--- config.mk ---
export PLATFORM = sky130hd
export DESIGN_NAME = hazard_ctrl_flat
export DESIGN_NICKNAME = d
export VERILOG_FILES = /design/src/rtl/hazard_ctrl_pkg.sv /design/src/rtl/hazard_ctrl_if.sv /design/src/rtl/hazard_ctrl_sat_counter.sv /design/src/rtl/hazard_ctrl.sv /design/src/flat_wrapper.sv
export SDC_FILE = /design/constraint.sdc
export NUM_CORES = 1
export LEC_CHECK = 0
export CAP_MARGIN = 20
export CORE_ASPECT_RATIO = 0.7
export CORE_UTILIZATION = 35
export DETAILED_ROUTE_END_ITERATION = 16
export PLACE_DENSITY = 0.65
export SETUP_SLACK_MARGIN = 0.15
export SLEW_MARGIN = 20
export SYNTH_ARGS = -nofsm -noshare
export SYNTH_HDL_FRONTEND = slang
export SYNTH_HIERARCHICAL = 1
export SYNTH_SLANG_ARGS = --single-unit
--- constraint.sdc ---
create_clock -name clk -period 3.3 [get_ports clk]
set_input_delay 0.66 -clock clk [delete_from_list [all_inputs] [get_ports clk]]
set_output_delay 0.66 -clock clk [all_outputs]
set_load 0.02 [all_outputs]
--- src/rtl/hazard_ctrl_pkg.sv ---
// Shared constants for the pipeline hazard controller: FSM state codes,
// forwarding-select encodings and the E-stage result-select code for loads.
package hazard_pkg;

  // Memory-wait FSM state codes
  localparam logic [0:0] ST_RUN      = 1'b0;
  localparam logic [0:0] ST_MEM_WAIT = 1'b1;

  // E-stage operand forwarding selects
  localparam logic [1:0] FWD_REG = 2'b00;
  localparam logic [1:0] FWD_M   = 2'b10;
  localparam logic [1:0] FWD_W   = 2'b01;

  // result_sgne value marking a load in E
  localparam logic [1:0] RES_LOAD = 2'b01;

  // Pick the forwarding source for one E-stage operand; M is younger, so it wins over W
  function automatic logic [1:0] fwd_select(
    input logic [4:0] rs,
    input logic [4:0] wr_m, input logic wen_m,
    input logic [4:0] wr_w, input logic wen_w
  );
    if (wen_m && (wr_m != 5'd0) && (wr_m == rs)) return FWD_M;
    if (wen_w && (wr_w != 5'd0) && (wr_w == rs)) return FWD_W;
    return FWD_REG;
  endfunction

endpackage

--- src/rtl/hazard_ctrl_if.sv ---
// Pipeline <-> hazard controller bundle: register addresses and control
// indications flow in, stall/flush/forward controls and stats flow out.
interface hazard_ctrl_if #(parameter int CNT_W = 16);

  logic [4:0]       rs1_addrd, rs2_addrd;
  logic [4:0]       rs1_addre, rs2_addre, wr_addre;
  logic [1:0]       result_sgne;
  logic [4:0]       wr_addrm;
  logic             regwr_sgnm;
  logic [4:0]       wr_addrw;
  logic             regwr_sgnw;
  logic             pc_srce;
  logic             mem_reqm, mem_readym;

  logic             stallf, stalld, stalle, stallm;
  logic             flushd, flushe, flushw;
  logic [1:0]       fwd_ae, fwd_be;
  logic             mem_err;
  logic [CNT_W-1:0] stall_cnt, flush_cnt;

  // Pipeline side
  modport master (
    output rs1_addrd, rs2_addrd, rs1_addre, rs2_addre, wr_addre, result_sgne,
           wr_addrm, regwr_sgnm, wr_addrw, regwr_sgnw, pc_srce, mem_reqm, mem_readym,
    input  stallf, stalld, stalle, stallm, flushd, flushe, flushw,
           fwd_ae, fwd_be, mem_err, stall_cnt, flush_cnt
  );

  // Hazard controller side
  modport slave (
    input  rs1_addrd, rs2_addrd, rs1_addre, rs2_addre, wr_addre, result_sgne,
           wr_addrm, regwr_sgnm, wr_addrw, regwr_sgnw, pc_srce, mem_reqm, mem_readym,
    output stallf, stalld, stalle, stallm, flushd, flushe, flushw,
           fwd_ae, fwd_be, mem_err, stall_cnt, flush_cnt
  );

endinterface

--- src/rtl/hazard_ctrl_sat_counter.sv ---
// Saturating up-counter: sticks at all-ones instead of wrapping.
module sat_counter #(
  parameter int W = 16
) (
  input  logic         clk,
  input  logic         rst,
  input  logic         inc,
  output logic [W-1:0] cnt
);

  // Count qualifying cycles, hold at the maximum value
  always_ff @(posedge clk) begin
    // NOTE: sequential state uses non-blocking assignments so every flop samples pre-edge values.
    if (rst)
      cnt <= '0;
    else if (inc && (cnt != {W{1'b1}}))
      cnt <= cnt + 1'b1;
  end

endmodule

--- src/rtl/hazard_ctrl.sv ---
// Hazard/sequencing controller for a 5-stage pipeline: forwarding selects,
// load-use stall, branch flush, slow data-memory freeze with timeout, and
// saturating stall/flush statistics.
module hazard_ctrl
  import hazard_pkg::*;
#(
  parameter int MEM_TIMEOUT = 16,
  parameter int CNT_W       = 16
) (
  input logic          clk,
  input logic          rst,
  hazard_ctrl_if.slave hz
);

  localparam logic [7:0] TIMEOUT_LAST = 8'(MEM_TIMEOUT - 1);

  logic [0:0] state;
  logic [7:0] wait_cnt;
  logic       lw_stall, timeout, mem_wait;
  logic       stallf, stalld, stalle, stallm, flushd, flushe, flushw;

  // Operand forwarding for E; cleared while in reset
  always_comb begin
    hz.fwd_ae = rst ? FWD_REG : fwd_select(hz.rs1_addre, hz.wr_addrm, hz.regwr_sgnm,
                                           hz.wr_addrw, hz.regwr_sgnw);
    hz.fwd_be = rst ? FWD_REG : fwd_select(hz.rs2_addre, hz.wr_addrm, hz.regwr_sgnm,
                                           hz.wr_addrw, hz.regwr_sgnw);
  end

  // Hazard detection: load-use, memory timeout and memory freeze
  always_comb begin
    lw_stall = (hz.result_sgne == RES_LOAD) && (hz.wr_addre != 5'd0) &&
               ((hz.wr_addre == hz.rs1_addrd) || (hz.wr_addre == hz.rs2_addrd));
    timeout  = (state == ST_MEM_WAIT) && !hz.mem_readym && (wait_cnt == TIMEOUT_LAST);
    mem_wait = ((state == ST_RUN) && hz.mem_reqm && !hz.mem_readym) ||
               ((state == ST_MEM_WAIT) && !hz.mem_readym && !timeout);
  end

  // Prioritised stall/flush controls: rst > mem_wait > branch > load-use
  always_comb begin
    // NOTE: every output gets a default first so no path leaves it unassigned (no latches).
    stallf = 1'b0; stalld = 1'b0; stalle = 1'b0; stallm = 1'b0;
    flushd = 1'b0; flushe = 1'b0; flushw = 1'b0;
    if (rst) begin
      flushd = 1'b1; flushe = 1'b1; flushw = 1'b1;
    end else if (mem_wait) begin
      stallf = 1'b1; stalld = 1'b1; stalle = 1'b1; stallm = 1'b1;
      flushw = 1'b1;
    end else if (hz.pc_srce) begin
      flushd = 1'b1; flushe = 1'b1;
    end else if (lw_stall) begin
      stallf = 1'b1; stalld = 1'b1; flushe = 1'b1;
    end
  end

  assign hz.stallf = stallf;
  assign hz.stalld = stalld;
  assign hz.stalle = stalle;
  assign hz.stallm = stallm;
  assign hz.flushd = flushd;
  assign hz.flushe = flushe;
  assign hz.flushw = flushw;

  // Memory-wait FSM, wait-cycle counter and one-cycle timeout error pulse
  always_ff @(posedge clk) begin
    if (rst) begin
      state    <= ST_RUN;
      wait_cnt <= '0;
      hz.mem_err <= 1'b0;
    end else begin
      hz.mem_err <= timeout;
      if (state == ST_RUN) begin
        wait_cnt <= '0;
        if (hz.mem_reqm && !hz.mem_readym) state <= ST_MEM_WAIT;
      end else if (hz.mem_readym || timeout) begin
        state    <= ST_RUN;
        wait_cnt <= '0;
      end else begin
        wait_cnt <= wait_cnt + 8'd1;
      end
    end
  end

  sat_counter #(.W(CNT_W)) u_stall_cnt (
    .clk (clk),
    .rst (rst),
    .inc (stallf),
    .cnt (hz.stall_cnt)
  );

  sat_counter #(.W(CNT_W)) u_flush_cnt (
    .clk (clk),
    .rst (rst),
    .inc (flushe),
    .cnt (hz.flush_cnt)
  );

endmodule
--- src/flat_wrapper.sv ---
// flat-port wrapper written by rule: the top's interface ports become plain ports
module hazard_ctrl_flat import hazard_pkg::*;
#(
  parameter int MEM_TIMEOUT = 16,
  parameter int CNT_W       = 16
)
  (clk, rst, hz_rs1_addrd, hz_rs2_addrd, hz_rs1_addre, hz_rs2_addre, hz_wr_addre, hz_result_sgne, hz_wr_addrm, hz_regwr_sgnm, hz_wr_addrw, hz_regwr_sgnw, hz_pc_srce, hz_mem_reqm, hz_mem_readym, hz_stallf, hz_stalld, hz_stalle, hz_stallm, hz_flushd, hz_flushe, hz_flushw, hz_fwd_ae, hz_fwd_be, hz_mem_err, hz_stall_cnt, hz_flush_cnt);
  hazard_ctrl_if #(.CNT_W(CNT_W)) hz_i ();
  input logic clk;
  input logic rst;
  input wire logic [$bits(hz_i.rs1_addrd)-1:0] hz_rs1_addrd;
  input wire logic [$bits(hz_i.rs2_addrd)-1:0] hz_rs2_addrd;
  input wire logic [$bits(hz_i.rs1_addre)-1:0] hz_rs1_addre;
  input wire logic [$bits(hz_i.rs2_addre)-1:0] hz_rs2_addre;
  input wire logic [$bits(hz_i.wr_addre)-1:0] hz_wr_addre;
  input wire logic [$bits(hz_i.result_sgne)-1:0] hz_result_sgne;
  input wire logic [$bits(hz_i.wr_addrm)-1:0] hz_wr_addrm;
  input wire logic [$bits(hz_i.regwr_sgnm)-1:0] hz_regwr_sgnm;
  input wire logic [$bits(hz_i.wr_addrw)-1:0] hz_wr_addrw;
  input wire logic [$bits(hz_i.regwr_sgnw)-1:0] hz_regwr_sgnw;
  input wire logic [$bits(hz_i.pc_srce)-1:0] hz_pc_srce;
  input wire logic [$bits(hz_i.mem_reqm)-1:0] hz_mem_reqm;
  input wire logic [$bits(hz_i.mem_readym)-1:0] hz_mem_readym;
  output wire logic [$bits(hz_i.stallf)-1:0] hz_stallf;
  output wire logic [$bits(hz_i.stalld)-1:0] hz_stalld;
  output wire logic [$bits(hz_i.stalle)-1:0] hz_stalle;
  output wire logic [$bits(hz_i.stallm)-1:0] hz_stallm;
  output wire logic [$bits(hz_i.flushd)-1:0] hz_flushd;
  output wire logic [$bits(hz_i.flushe)-1:0] hz_flushe;
  output wire logic [$bits(hz_i.flushw)-1:0] hz_flushw;
  output wire logic [$bits(hz_i.fwd_ae)-1:0] hz_fwd_ae;
  output wire logic [$bits(hz_i.fwd_be)-1:0] hz_fwd_be;
  output wire logic [$bits(hz_i.mem_err)-1:0] hz_mem_err;
  output wire logic [$bits(hz_i.stall_cnt)-1:0] hz_stall_cnt;
  output wire logic [$bits(hz_i.flush_cnt)-1:0] hz_flush_cnt;
  assign hz_i.rs1_addrd = hz_rs1_addrd;
  assign hz_i.rs2_addrd = hz_rs2_addrd;
  assign hz_i.rs1_addre = hz_rs1_addre;
  assign hz_i.rs2_addre = hz_rs2_addre;
  assign hz_i.wr_addre = hz_wr_addre;
  assign hz_i.result_sgne = hz_result_sgne;
  assign hz_i.wr_addrm = hz_wr_addrm;
  assign hz_i.regwr_sgnm = hz_regwr_sgnm;
  assign hz_i.wr_addrw = hz_wr_addrw;
  assign hz_i.regwr_sgnw = hz_regwr_sgnw;
  assign hz_i.pc_srce = hz_pc_srce;
  assign hz_i.mem_reqm = hz_mem_reqm;
  assign hz_i.mem_readym = hz_mem_readym;
  assign hz_stallf = hz_i.stallf;
  assign hz_stalld = hz_i.stalld;
  assign hz_stalle = hz_i.stalle;
  assign hz_stallm = hz_i.stallm;
  assign hz_flushd = hz_i.flushd;
  assign hz_flushe = hz_i.flushe;
  assign hz_flushw = hz_i.flushw;
  assign hz_fwd_ae = hz_i.fwd_ae;
  assign hz_fwd_be = hz_i.fwd_be;
  assign hz_mem_err = hz_i.mem_err;
  assign hz_stall_cnt = hz_i.stall_cnt;
  assign hz_flush_cnt = hz_i.flush_cnt;
  hazard_ctrl #(.MEM_TIMEOUT(MEM_TIMEOUT), .CNT_W(CNT_W)) u_core (.clk(clk), .rst(rst), .hz(hz_i));
endmodule
* Word-level counts from Yosys, hierarchy flattened
Cells that the tools add are included.
** Storage, ports and cells
- Output and inout bits :: 44
- Flip-flop bits (word level) :: 42
** Operators by class
- Bitwise logic cells :: 1
- Add/sub/neg operators :: 3
- Muxes and demuxes :: 32
- Reduce and logical (&&, ||, !) cells :: 25
- Equal/unequal tests :: 10
** Operator list (count)
- 16-bit by 1-bit adder with 16-bit output, second input constant :: 2
- 16-bit != test, second input constant :: 2
- 5-bit == test :: 6
- 1-bit two-way mux :: 22
- 2-bit two-way mux :: 10
- 1-bit logical AND :: 16
- 5-bit nonzero test :: 3
- 8-bit by 1-bit adder with 8-bit output, second input constant :: 1
- 8-bit by 4-bit == test with 1-bit output, second input constant :: 1
- 1-bit logical OR :: 3
- 3-bit OR reduction :: 1
- 2-bit by 1-bit == test with 1-bit output, second input constant :: 1
- 1-bit zero test :: 2
- 1-bit NOT :: 1

* Longest topological paths before layout
Gate-level depths: netlist of the first run.
- Word-level depth :: 9
- Depth in mapped cells :: 9
- Gate-level depth less buffers :: 9

* Cells and area by module
The synthesis of the first run kept the hierarchy.
** By module, submodules not included
- sat_counter :: cells an instance 99, sequential area each 320.3 µm², area each 848.3 µm², times used 2
- hazard_ctrl :: cells an instance 107, sequential area each 200.2 µm², area each 882.1 µm², times used 1

* Least setup slack after synthesis of the first run
Ideal clock, no wire load.
- Path kind :: in2reg
- Start point :: input rst
- End point :: register u_core.u_stall_cnt.cnt[9]
- Stages :: 7
- Required time :: 3.230 ns
- Path buffers :: 2
- Data arrival time :: 2.687 ns
- Slack :: 0.542 ns
- Cells stage by stage :: buf_6 -> or3_1 -> o22ai_1 -> nand2_1 -> clkbuf_1 -> or4_1 -> a21oi_1
** On the way
- Longest elaborated chain between the ends :: 2
** Ends and longest elaborated chain
- start: declaration :: RTL line flat_wrapper.sv:10 : input logic rst;
- 1-bit two-way mux
- via hz_stalld :: RTL line flat_wrapper.sv:25 : output wire logic [$bits(hz_i.stalld)-1:0] hz_stalld;
- 1-bit logical AND :: RTL line hazard_ctrl_sat_counter.sv:16 : else if (inc && (cnt != {W{1'b1}}))
- end signal: assignment :: RTL line hazard_ctrl_sat_counter.sv:17 : cnt <= cnt + 1'b1;
- end: declaration :: RTL line hazard_ctrl_sat_counter.sv:8 : output logic [W-1:0] cnt
The timed path passes the listed nets, and every way through them passes these cells.
A chain may end at the register's enable or synchronous reset.

* Worst setup path in the final report of the first run
- Start point :: input hz_wr_addre[2]
- End point :: output hz_stallf
** On the way
- Longest elaborated chain between the ends :: 7
- Elaborated cells between the ends (all ways) :: 10
- Classes of those cells :: eq/ne (2); mux (4); reduce/logical (4)
** Ends and longest elaborated chain
- start: declaration :: RTL line flat_wrapper.sv:15 : input wire logic [$bits(hz_i.wr_addre)-1:0] hz_wr_addre;
- 5-bit == test or 5-bit nonzero test (tied branches) :: RTL line hazard_ctrl.sv:33, hazard_ctrl.sv:32
- 1-bit logical OR or 1-bit logical AND (tied branches) :: RTL line hazard_ctrl.sv:33, hazard_ctrl.sv:32
- 1-bit logical AND (*) :: RTL line hazard_ctrl.sv:32 : lw_stall = (hz.result_sgne == RES_LOAD) && (hz.wr_addre != 5'd0) &&
- 1-bit two-way mux (*) :: RTL line hazard_ctrl.sv:51 : end else if (lw_stall) begin
- 1-bit two-way mux (*) :: RTL line hazard_ctrl.sv:49 : end else if (hz.pc_srce) begin
- 1-bit two-way mux (*) :: RTL line hazard_ctrl.sv:46 : end else if (mem_wait) begin
- 1-bit two-way mux (*) :: RTL line hazard_ctrl.sv:44 : if (rst) begin
- end: declaration :: RTL line flat_wrapper.sv:24 : output wire logic [$bits(hz_i.stallf)-1:0] hz_stallf;
Every way passes the cells marked *; elsewhere a longest branch is shown, timed or not.

==> reports/results.ini, run 1 <==
[job]
cap_violations = 0

[global_routing]
grt_pass1_vias = 2428
grt_overflow = 0
grt_max_degree = 23
grt_pass1_wl_um = 11070
track_usage_pct = 17.88
grt_antenna_before_repair = 0

[power_and_ir_drop]
swShare_pct = 24.35
p_leak_uw = 0.001374
p_int_uw = 845.5
power_switching_uw = 272.1
power_uw = 1118
p_clk_share_pct = 36.7
seq_power_share_pct = 46.2
irDropWorstVdd_v = 0.0001449
comb_power_share_pct = 17.1
p_per_area_mw_per_mm2 = 291.2

[critical_path]
end_kind = output pin
cp_data_arrival_time_ns = 2.44
timing.rr.start = u_core/wait_cnt[0]
rrSetupSlack_ns = 0.71
cp.buffers_inverters = 3
cp_top_family = buffers and inverters
critical_path_required_ns = 2.64
crit_chain = clkdlybuf4s50_1 -> or4_1 -> o21ai_2 -> or3_1 -> o22ai_1 -> buf_4 -> clkdlybuf4s15_1
cp-start-kind = primary input
worstSetupPathType = in -> out
cp_max_fo = 3
worstRegToRegCells = 10
slowest_stage = or4_1
worst_r2r_endpoint = u_core/u_stall_cnt/cnt[15]
critical-path-max-stage-delay_ns = 0.53

[die]
chipHeight_um = 73.82
rows = 25
start_util_pct = 37.14
coreArea_mm2 = 0.006944
die_w_um = 104.6
io_pins = 88
dieArea_mm2 = 0.007721

[detailed_routing]
via_count = 2660
drt-initial-drc-count = 74
ant_nets = 0
routed_wl_um = 6792
via_per_inst = 5.216
drc = 0
first_pass_iters = 4
wl_per_cell_um = 13.32

[sta]
fin_skew_ns = 0.009469
slew_headroom_pct = 45.71
fin_crit_sh_pct = 93.81
final_hold_viol_count = 0
grt_setup_unrepaired = yes
hold_ws_ns = 0.4493
fmax_ghz = 0.3230
period_minus_slack_ns = 3.096
finalSetupViolations = 0
tightest_slew_ns = 0.8038
slew_violations = 0

[clock_tree]
cts_buffers = 5
postCtsHoldBufs = 0
htreeDepth = 2
cts_tree = yes
clk_path_buf_depth = 2
clock_latency_ns = 0.30
clkTransAtPathRegs_ns = 0.09
cts-root-buf = clkbuf_8
cts_sinks = 42

[synth]
synth_common_cells = dfxtp_1 (42), nor2_1 (27), xor2_1 (21), a21oi_1 (20)
synth.top_cell.area_share_pct = 32.61
synth_seq_cells = 42
yosys.area_share.simple_pct = 34.11
ys_warn_count = 6
synth.area.top_cells = dfxtp_1 (33%), xor2_1 (7.1%), xnor2_1 (6.5%)
synth_most_common_cell = dfxtp_1
synth_edf_count = 0
syn_avg_cell_area_um2 = 8.455
synth_area_leader_cell = dfxtp_1
synthArstFlopShare_pct = 0
postSynthCellCount = 305
synth_top_family_by_area = simple AND/OR/NAND/NOR gates
synthesis.area_mm2 = 0.002579
ys_types = 45
synth_mux_area_share_pct = 1.650
ys_seq_area_share_pct = 32.61
synth_compound_area_share_pct = 13.29
synthFlopType = dfxtp_1
synthAdderAreaFrac_pct = 1.456
synth_nets = 352
synth-xor-area-share_pct = 13.59

[hold_path]
min_path_cells = 1
min_to = u_core/wait_cnt[0]
min-delay-start = u_core/wait_cnt[0]
hp-class = reg -> reg

[layout]
utilization_pct = 55.28
fin_nets = 462
multi_input_area_mm2 = 0.001667
nFillCells = 658
register_area_um2 = 840.8
drive_above_1_share_pct = 13.22
num_antenna_cells = 0
area_delta_synth_final_pct = 48.86

[outcome]
status = finished, final reports clean

[placed_design]
numPortBuffers = 87
place_hpwl_um = 5344
gp_congestion = 0.9704

-- worst reg2reg max path: stages, from the launching register on --
cell and delay, ns:
dfxtp_1 0.33, ha_1 0.23, and3_1 0.19, a311o_1 0.37, o22ai_1 0.21, buf_4 0.15
buf_4 0.14, nand2_2 0.10, buf_4 0.16, or4_1 0.47, a21oi_1 0.16
-- per-stage QoR --
stage          instance area (µm²)  setup TNS, ns  instances  setup WS, ns
2_1_floorplan                 2579              0        305        0.5424
3_3_place_gp                  3711        -0.6415        502       -0.2240
3_5_place_dp                  3711        -0.7500        502       -0.2140
4_1_cts                       3825              0        510       0.05858
5_1_grt                       3839              0        510        0.1395
6_report                      3839              0        510        0.2042
-- what timing repair did --
action	4_1_cts	5_1_grt
pin swaps	0	1
setup buffers	0	0
gates resized for setup	11	14
setup endpoints to repair	9	9
-- flip-flops by register name, indices dropped and copies added, names as in the netlist --
register	count
u_core/u_flush_cnt/cnt	16
u_core/wait_cnt	8
u_core/hz.mem_err	1
u_core/u_stall_cnt/cnt	16
u_core/state	1
-- cell families (layout without fill, tap and decap cells) --
kind of cell               count (synthesis)  after routing
AOI/OAI and AO/OA                         54             54
xor gates and xnor gates                  40             40
and+or+nand+nor                          144            144
adders and majority gates                  3              3
DFF                                       42             42
muxes                                      4              4
buffers and inverters                     18            129
-- final cells by class --
class | count | area share, %
Multi-Input combinational cell | 245 | 43.42
Timing Repair Buffer | 114 | 27.97
Sequential cell | 42 | 21.90
Tap cell | 94 | 3.064
Clock buffer | 5 | 1.793
Clock inverter | 3 | 1.173
Inverter | 7 | 0.6845
-- routing by layer --
| metal | share of wire [%] | vias up | GRT usage, % |
|---|---|---|---|
| met5 | 0 | - | 0 |
| met4 | 1.8 | 0 | 6.260 |
| met3 | 6.7 | 11 | 5.413 |
| met2 | 45 | 82 | 29.14 |
| met1 | 47 | 1213 | 22.64 |
| li1 | - | 1354 | - |
-- worst max-delay path by stage --
| stage | start | end | slack [ns] | cells after the start |
|---|---|---|---|---|
| detailed placement | hz_wr_addrm[1] | hz_fwd_ae[0] | -0.21 | 6 |
| finish | hz_wr_addre[2] | hz_stallf | 0.20 | 7 |
| CTS | hz_wr_addrm[1] | hz_fwd_ae[0] | 0.06 | 6 |
| global route | hz_wr_addre[1] | hz_stallf | 0.14 | 7 |
| global placement | hz_wr_addrm[1] | hz_fwd_ae[0] | -0.22 | 6 |
| floorplan | rst | u_core/u_stall_cnt/cnt[9] | 0.54 | 7 |
-- power by group through the flow --
stage          clock (µW)  combinational (µW)  sequential, µW
3_5_place_dp            0                 191             529
2_1_floorplan           0                73.6             532
6_report              410                 191             517
3_3_place_gp            0                 190             529
4_1_cts               427                 191             517
5_1_grt               450                 207             518
-- cell usage in the layout (no fill, tap or decap), types with 4 or more instances in the layout --
cell type        Yosys  layout
nand3_1             19      19
clkdlybuf4s50_1      0      77
and4_1               6       6
nand2_1             16      15
dlymetal6s2s_1       0       4
xor2_1              21      21
buf_4                2      25
or3_1                7       7
nor4_1               7       7
nor2b_1              5       5
and3_1               5       5
dfxtp_1             42      42
clkbuf_8             0       5
or4_1               17      17
nor2_1              27      27
o21ai_0              9       8
inv_1                7       7
nor3_1              13      13
nand4_1              6       6
a21oi_1             20      20
xnor2_1             19      19
o31ai_1             12      12
(Power assumes the default switching activity.)
==> inputs of run 2 (changes only) <==
--- a/config.mk
+++ b/config.mk
@@ -6,7 +6,7 @@
 export NUM_CORES = 1
 export LEC_CHECK = 0
 export CAP_MARGIN = 20
-export CORE_ASPECT_RATIO = 0.7
+export CORE_ASPECT_RATIO = 0.9
 export CORE_UTILIZATION = 35
 export DETAILED_ROUTE_END_ITERATION = 16
 export PLACE_DENSITY = 0.65
==> reports/results.ini, run 2 (same netlist as run 1, synthesis figures left out) <==
[layout]
num_antenna_cells = 0
most-common-layout-cells = clkdlybuf4s50_1 (78), dfxtp_1 (42), nor2_1 (27), xor2_1 (21), buf_4 (21)
reg.largest.list = u_core/u_flush_cnt/cnt: 16 flops, u_core/u_stall_cnt/cnt: 16 flops, u_core/wait_cnt: 8 flops
drive_above_1_share_pct = 10.76
final_common_cell = clkdlybuf4s50_1
nFillCells = 659
utilization_pct = 52.66
fin_cells = 502
area_delta_synth_final_pct = 44.49
fin_nets = 456
final_area_mm2 = 0.003726

[sta]
tightest_slew_ns = 0.8194
fmax_ghz = 0.3239
finalSetupViolations = 0
grt_setup_unrepaired = yes
tns_ns = 0
fin_skew_ns = 0.003999
period_minus_slack_ns = 3.087
slew_violations = 0
final_hold_viol_count = 0
fin_crit_sh_pct = 93.55
fin_ws_ns = 0.2129
slew_headroom_pct = 44.96

[clock_tree]
cts_buffers = 5
cts_sinks = 42
clkTransAtPathRegs_ns = 0.07
postCtsHoldBufs = 0
cts-root-buf = clkbuf_8
cts_tree = yes
clk_path_buf_depth = 2
clock_latency_ns = 0.29
htreeDepth = 2

[die]
io_pins = 88
start_util_pct = 36.45
dieArea_mm2 = 0.007716
rows = 29
die_w_um = 92.48
chipHeight_um = 83.43
coreArea_mm2 = 0.007076

[critical_path]
end_kind = output pin
cp_data_arrival_time_ns = 2.43
critical_path_required_ns = 2.64
cp-start-kind = primary input
worstSetupPathType = in -> out
cp_top_family = simple AND/OR/NAND/NOR gates
crit_chain = clkdlybuf4s50_1 -> or4_1 -> o21ai_2 -> or4_2 -> nor4_2 -> clkbuf_2
critical-path-max-stage-delay_ns = 0.67
cp.buffers_inverters = 2
slowest_stage = or4_2
cp_max_fo = 3

[outcome]
status = finished, final reports clean

[placed_design]
numPortBuffers = 87
pre_cts_slack_ns = -0.2161
place_hpwl_um = 5536
gp_congestion = 0.8899
place_area_mm2 = 0.003665
placed_cells = 495

[detailed_routing]
ant_nets = 0
via_count = 2661
via_per_inst = 5.301
drt-initial-drc-count = 75
routed_wl_um = 7193
wl_per_cell_um = 14.33
first_pass_iters = 5
drc = 0

[global_routing]
grt_pass1_vias = 2374
grt_max_degree = 22
grt_overflow = 0
track_usage_pct = 18.39
grt_antenna_before_repair = 0
grt_pass1_wl_um = 11450

[power_and_ir_drop]
p_leak_uw = 0.001313
p_per_area_mw_per_mm2 = 273.8
irDropWorstVdd_v = 0.0001518

[job]
cap_violations = 0

[hold_path]
hp-class = reg -> reg

## run 2: area by class of cell
cell class | count | area [µm²] | share of cell area, %
multi-input combinational | 245 | 1653 | 44.36
timing repair buffer | 108 | 1013 | 27.20
sequential | 42 | 840.8 | 22.57
tap | 93 | 116.4 | 3.123
clock buffer | 7 | 76.32 | 2.048
inverter | 7 | 26.28 | 0.7052
## run 2: worst reg2reg max path: cells and delay by family (launching register included)
family	cells	cell delay (ns)
buf+inv	1	0.22
flops	1	0.36
fa+ha+maj	1	0.22
simple gates	4	0.90
compound gates	4	0.89
## run 2: final timing paths
check | to | cells after the start | startpoint | slack (ns)
setup / recovery | hz_fwd_ae[0] | 6 | hz_wr_addrw[2] | 0.21
setup reg to reg | u_core/u_flush_cnt/cnt[6] | 10 | u_core/wait_cnt[0] | 0.65
hold / removal | u_core/wait_cnt[0] | 1 | u_core/wait_cnt[0] | 0.45
hold reg to reg | u_core/wait_cnt[0] | 1 | u_core/wait_cnt[0] | 0.45
## run 2: per-stage QoR
step / hold slack [ns] / power (µW)
after floorplan: 0.4132 / 606.0
after global placement: 0.4258 / 716.5
after detailed placement: 0.4370 / 717.2
after CTS: 0.4548 / 1032
after global routing: 0.4677 / 1067
final: 0.4484 / 1020
## run 2: where the power goes
| part | switching, µW | total [µW] | leakage (µW) | internal (µW) |
|---|---|---|---|---|
| Combinational | 81.7 | 187 | 0.000936 | 105 |
| Sequential | 6.02 | 517 | 0.000339 | 511 |
| Clock | 170 | 316 | 0.0000383 | 146 |
## run 2: routing by layer
layer	share of wire, %	vias to the layer above	GRT usage [%]
li1	-	1341	-
met1	50	1253	26.18
met2	44	58	28.08
met3	4.4	9	3.755
met4	1.0	0	4.688
met5	0	-	0
## run 2: what timing repair did
| action | CTS | global route |
|---|---|---|
| setup buffers | 0 | 0 |
| endpoints found under the setup margin | 7 | 7 |
| resized for setup | 7 | 11 |
==> RTL change, RTL diff (flow settings as in run 1) <==
`CNT_W` is set to 16 in 3 places; all go to 20.
--- a/src/rtl/hazard_ctrl_if.sv
+++ b/src/rtl/hazard_ctrl_if.sv
@@ -1,6 +1,6 @@
 // Pipeline <-> hazard controller bundle: register addresses and control
 // indications flow in, stall/flush/forward controls and stats flow out.
-interface hazard_ctrl_if #(parameter int CNT_W = 16);
+interface hazard_ctrl_if #(parameter int CNT_W = 20);
 
   logic [4:0]       rs1_addrd, rs2_addrd;
   logic [4:0]       rs1_addre, rs2_addre, wr_addre;
--- a/src/rtl/hazard_ctrl.sv
+++ b/src/rtl/hazard_ctrl.sv
@@ -5,7 +5,7 @@
   import hazard_pkg::*;
 #(
   parameter int MEM_TIMEOUT = 16,
-  parameter int CNT_W       = 16
+  parameter int CNT_W       = 20
 ) (
   input logic          clk,
   input logic          rst,
--- a/src/flat_wrapper.sv
+++ b/src/flat_wrapper.sv
@@ -2,7 +2,7 @@
 module hazard_ctrl_flat import hazard_pkg::*;
 #(
   parameter int MEM_TIMEOUT = 16,
-  parameter int CNT_W       = 16
+  parameter int CNT_W       = 20
 )
   (clk, rst, hz_rs1_addrd, hz_rs2_addrd, hz_rs1_addre, hz_rs2_addre, hz_wr_addre, hz_result_sgne, hz_wr_addrm, hz_regwr_sgnm, hz_wr_addrw, hz_regwr_sgnw, hz_pc_srce, hz_mem_reqm, hz_mem_readym, hz_stallf, hz_stalld, hz_stalle, hz_stallm, hz_flushd, hz_flushe, hz_flushw, hz_fwd_ae, hz_fwd_be, hz_mem_err, hz_stall_cnt, hz_flush_cnt);
   hazard_ctrl_if #(.CNT_W(CNT_W)) hz_i ();
Ports: changed (resized hz_flush_cnt and hz_stall_cnt); port bits go from 88 to 96. The function was not compared with the original's and may differ.
==> RTL change against run 1 <==
  * Routed wire length is 25% higher
  * Final area grew 19%
  * Sequential share of layout area decreased by 0.064 points
  * Setup slack lost 100 ps
  * Sequential cell count rose by 8
  * Die area increased by 22%
  * Combinational power up 9.9%
  * Worst hold slack worse by 3.9 ps
  * Cell count up 19%
  * Power is 29% higher
  * Synthesized area increased by 23%
  * Largest power group unchanged
==> RTL change: results <==
outcome:
  outcome: "finished, final reports clean"
synth:
  postSynthAreaPerCell_sq_um: 8.477
  muxShareOfSynthArea_pct: 9.023
  synth_common_cells: "nor2_1 (53), dfxtp_1 (50), xor2_1 (21), mux2_2 (20), nor2b_1 (19)"
  syn_nets: 420
  synth-adder-area-share_pct: 1.187
  ys_top_cells_by_area: "dfxtp_1 (32%), mux2_2 (7.1%), nor2_1 (6.3%), xor2_1 (5.8%), xnor2_1 (4.2%)"
  synthXorXnorAreaFrac_pct: 9.972
  synth-compound-area-share_pct: 10.13
floorplan:
  taps: 120
placed_design:
  port_buffers: 95
  place_ws_ps: -193.6
  routabilityCongestion: 0.8437
  post_dp_cell_area_sq_um: 4364
  dpl.cell_count: 599
critical_path:
  cp_slowest_cell: "or4_2"
  endpoint: "hz_fwd_ae[0]"
  startpoint: "hz_wr_addrw[4]"
  timing.rr.start: "u_core/wait_cnt[4]"
  rr_endpoint: "u_core/u_flush_cnt/cnt[19]"
final_layout:
  nNonClkBuffers: 117
  fin_area_sq_um: 4583
  seq_area_sq_um: 1001
  layout-drive-gt1-share_pct: 15.40
  reg_top3: "u_core/u_flush_cnt/cnt (20), u_core/u_stall_cnt/cnt (20), u_core/wait_cnt (8)"
  instances_no_fill: 607
  multi_input_area_share_pct: 46.03
  fin_nets: 533
  multi_input_cells: 305
  nFillCells: 827
  clock_buffers: 6
global_routing:
  grt_usage_pct: 18.45
  grt_max_degree: 52
  grt_pass1_vias: 2798
power_and_ir_drop:
  p_leak_nw: 1.680
  p_clk_share_pct: 42.5
  combPwrFrac_pct: 14.6
route:
  avgViaCountPerCell: 5.097
  dr.first_iter.drc_count: 215
timing:
  maxSlewHeadroom_pct: 53.60
  hold-worst-slack_ps: 445.4
  finalCritPeriodShare_pct: 96.94
clock_tree:
  clk_pin_slew_ps: 60
  cts.sinks: 50
-- RTL change: changes by cell type in the layout (fill, tap and decap cells not counted), sizes merged, moves of 6 or more --
| cell | delta |
|---|---|
| dfxtp | +8 |
| nor2b | +14 |
| nor4 | +8 |
| mux2 | +18 |
| nor2 | +26 |
| nand4 | +6 |
| a211oi | +8 |
| o31ai | -6 |
| nand2b | +6 |
| clkdlybuf4s50 | +7 |
| or4 | -8 |
| a31oi | +6 |
-- RTL change: critical path: cells and delay by family --
kind | cells | cell delay (ps)
AO/OA/AOI/OAI | 1 | 60
AND/OR/NAND/NOR | 3 | 970
buffers and inverters | 2 | 850
-- RTL change: metal layers --
layer / GRT usage (%) / up-vias / part of all wire, %
li1: - / 1588 / -
met1: 26.52 / 1423 / 51
met2: 28.92 / 78 / 43
met3: 3.173 / 5 / 4.8
met4: 3.636 / 0 / 0.63
met5: 0 / - / 0
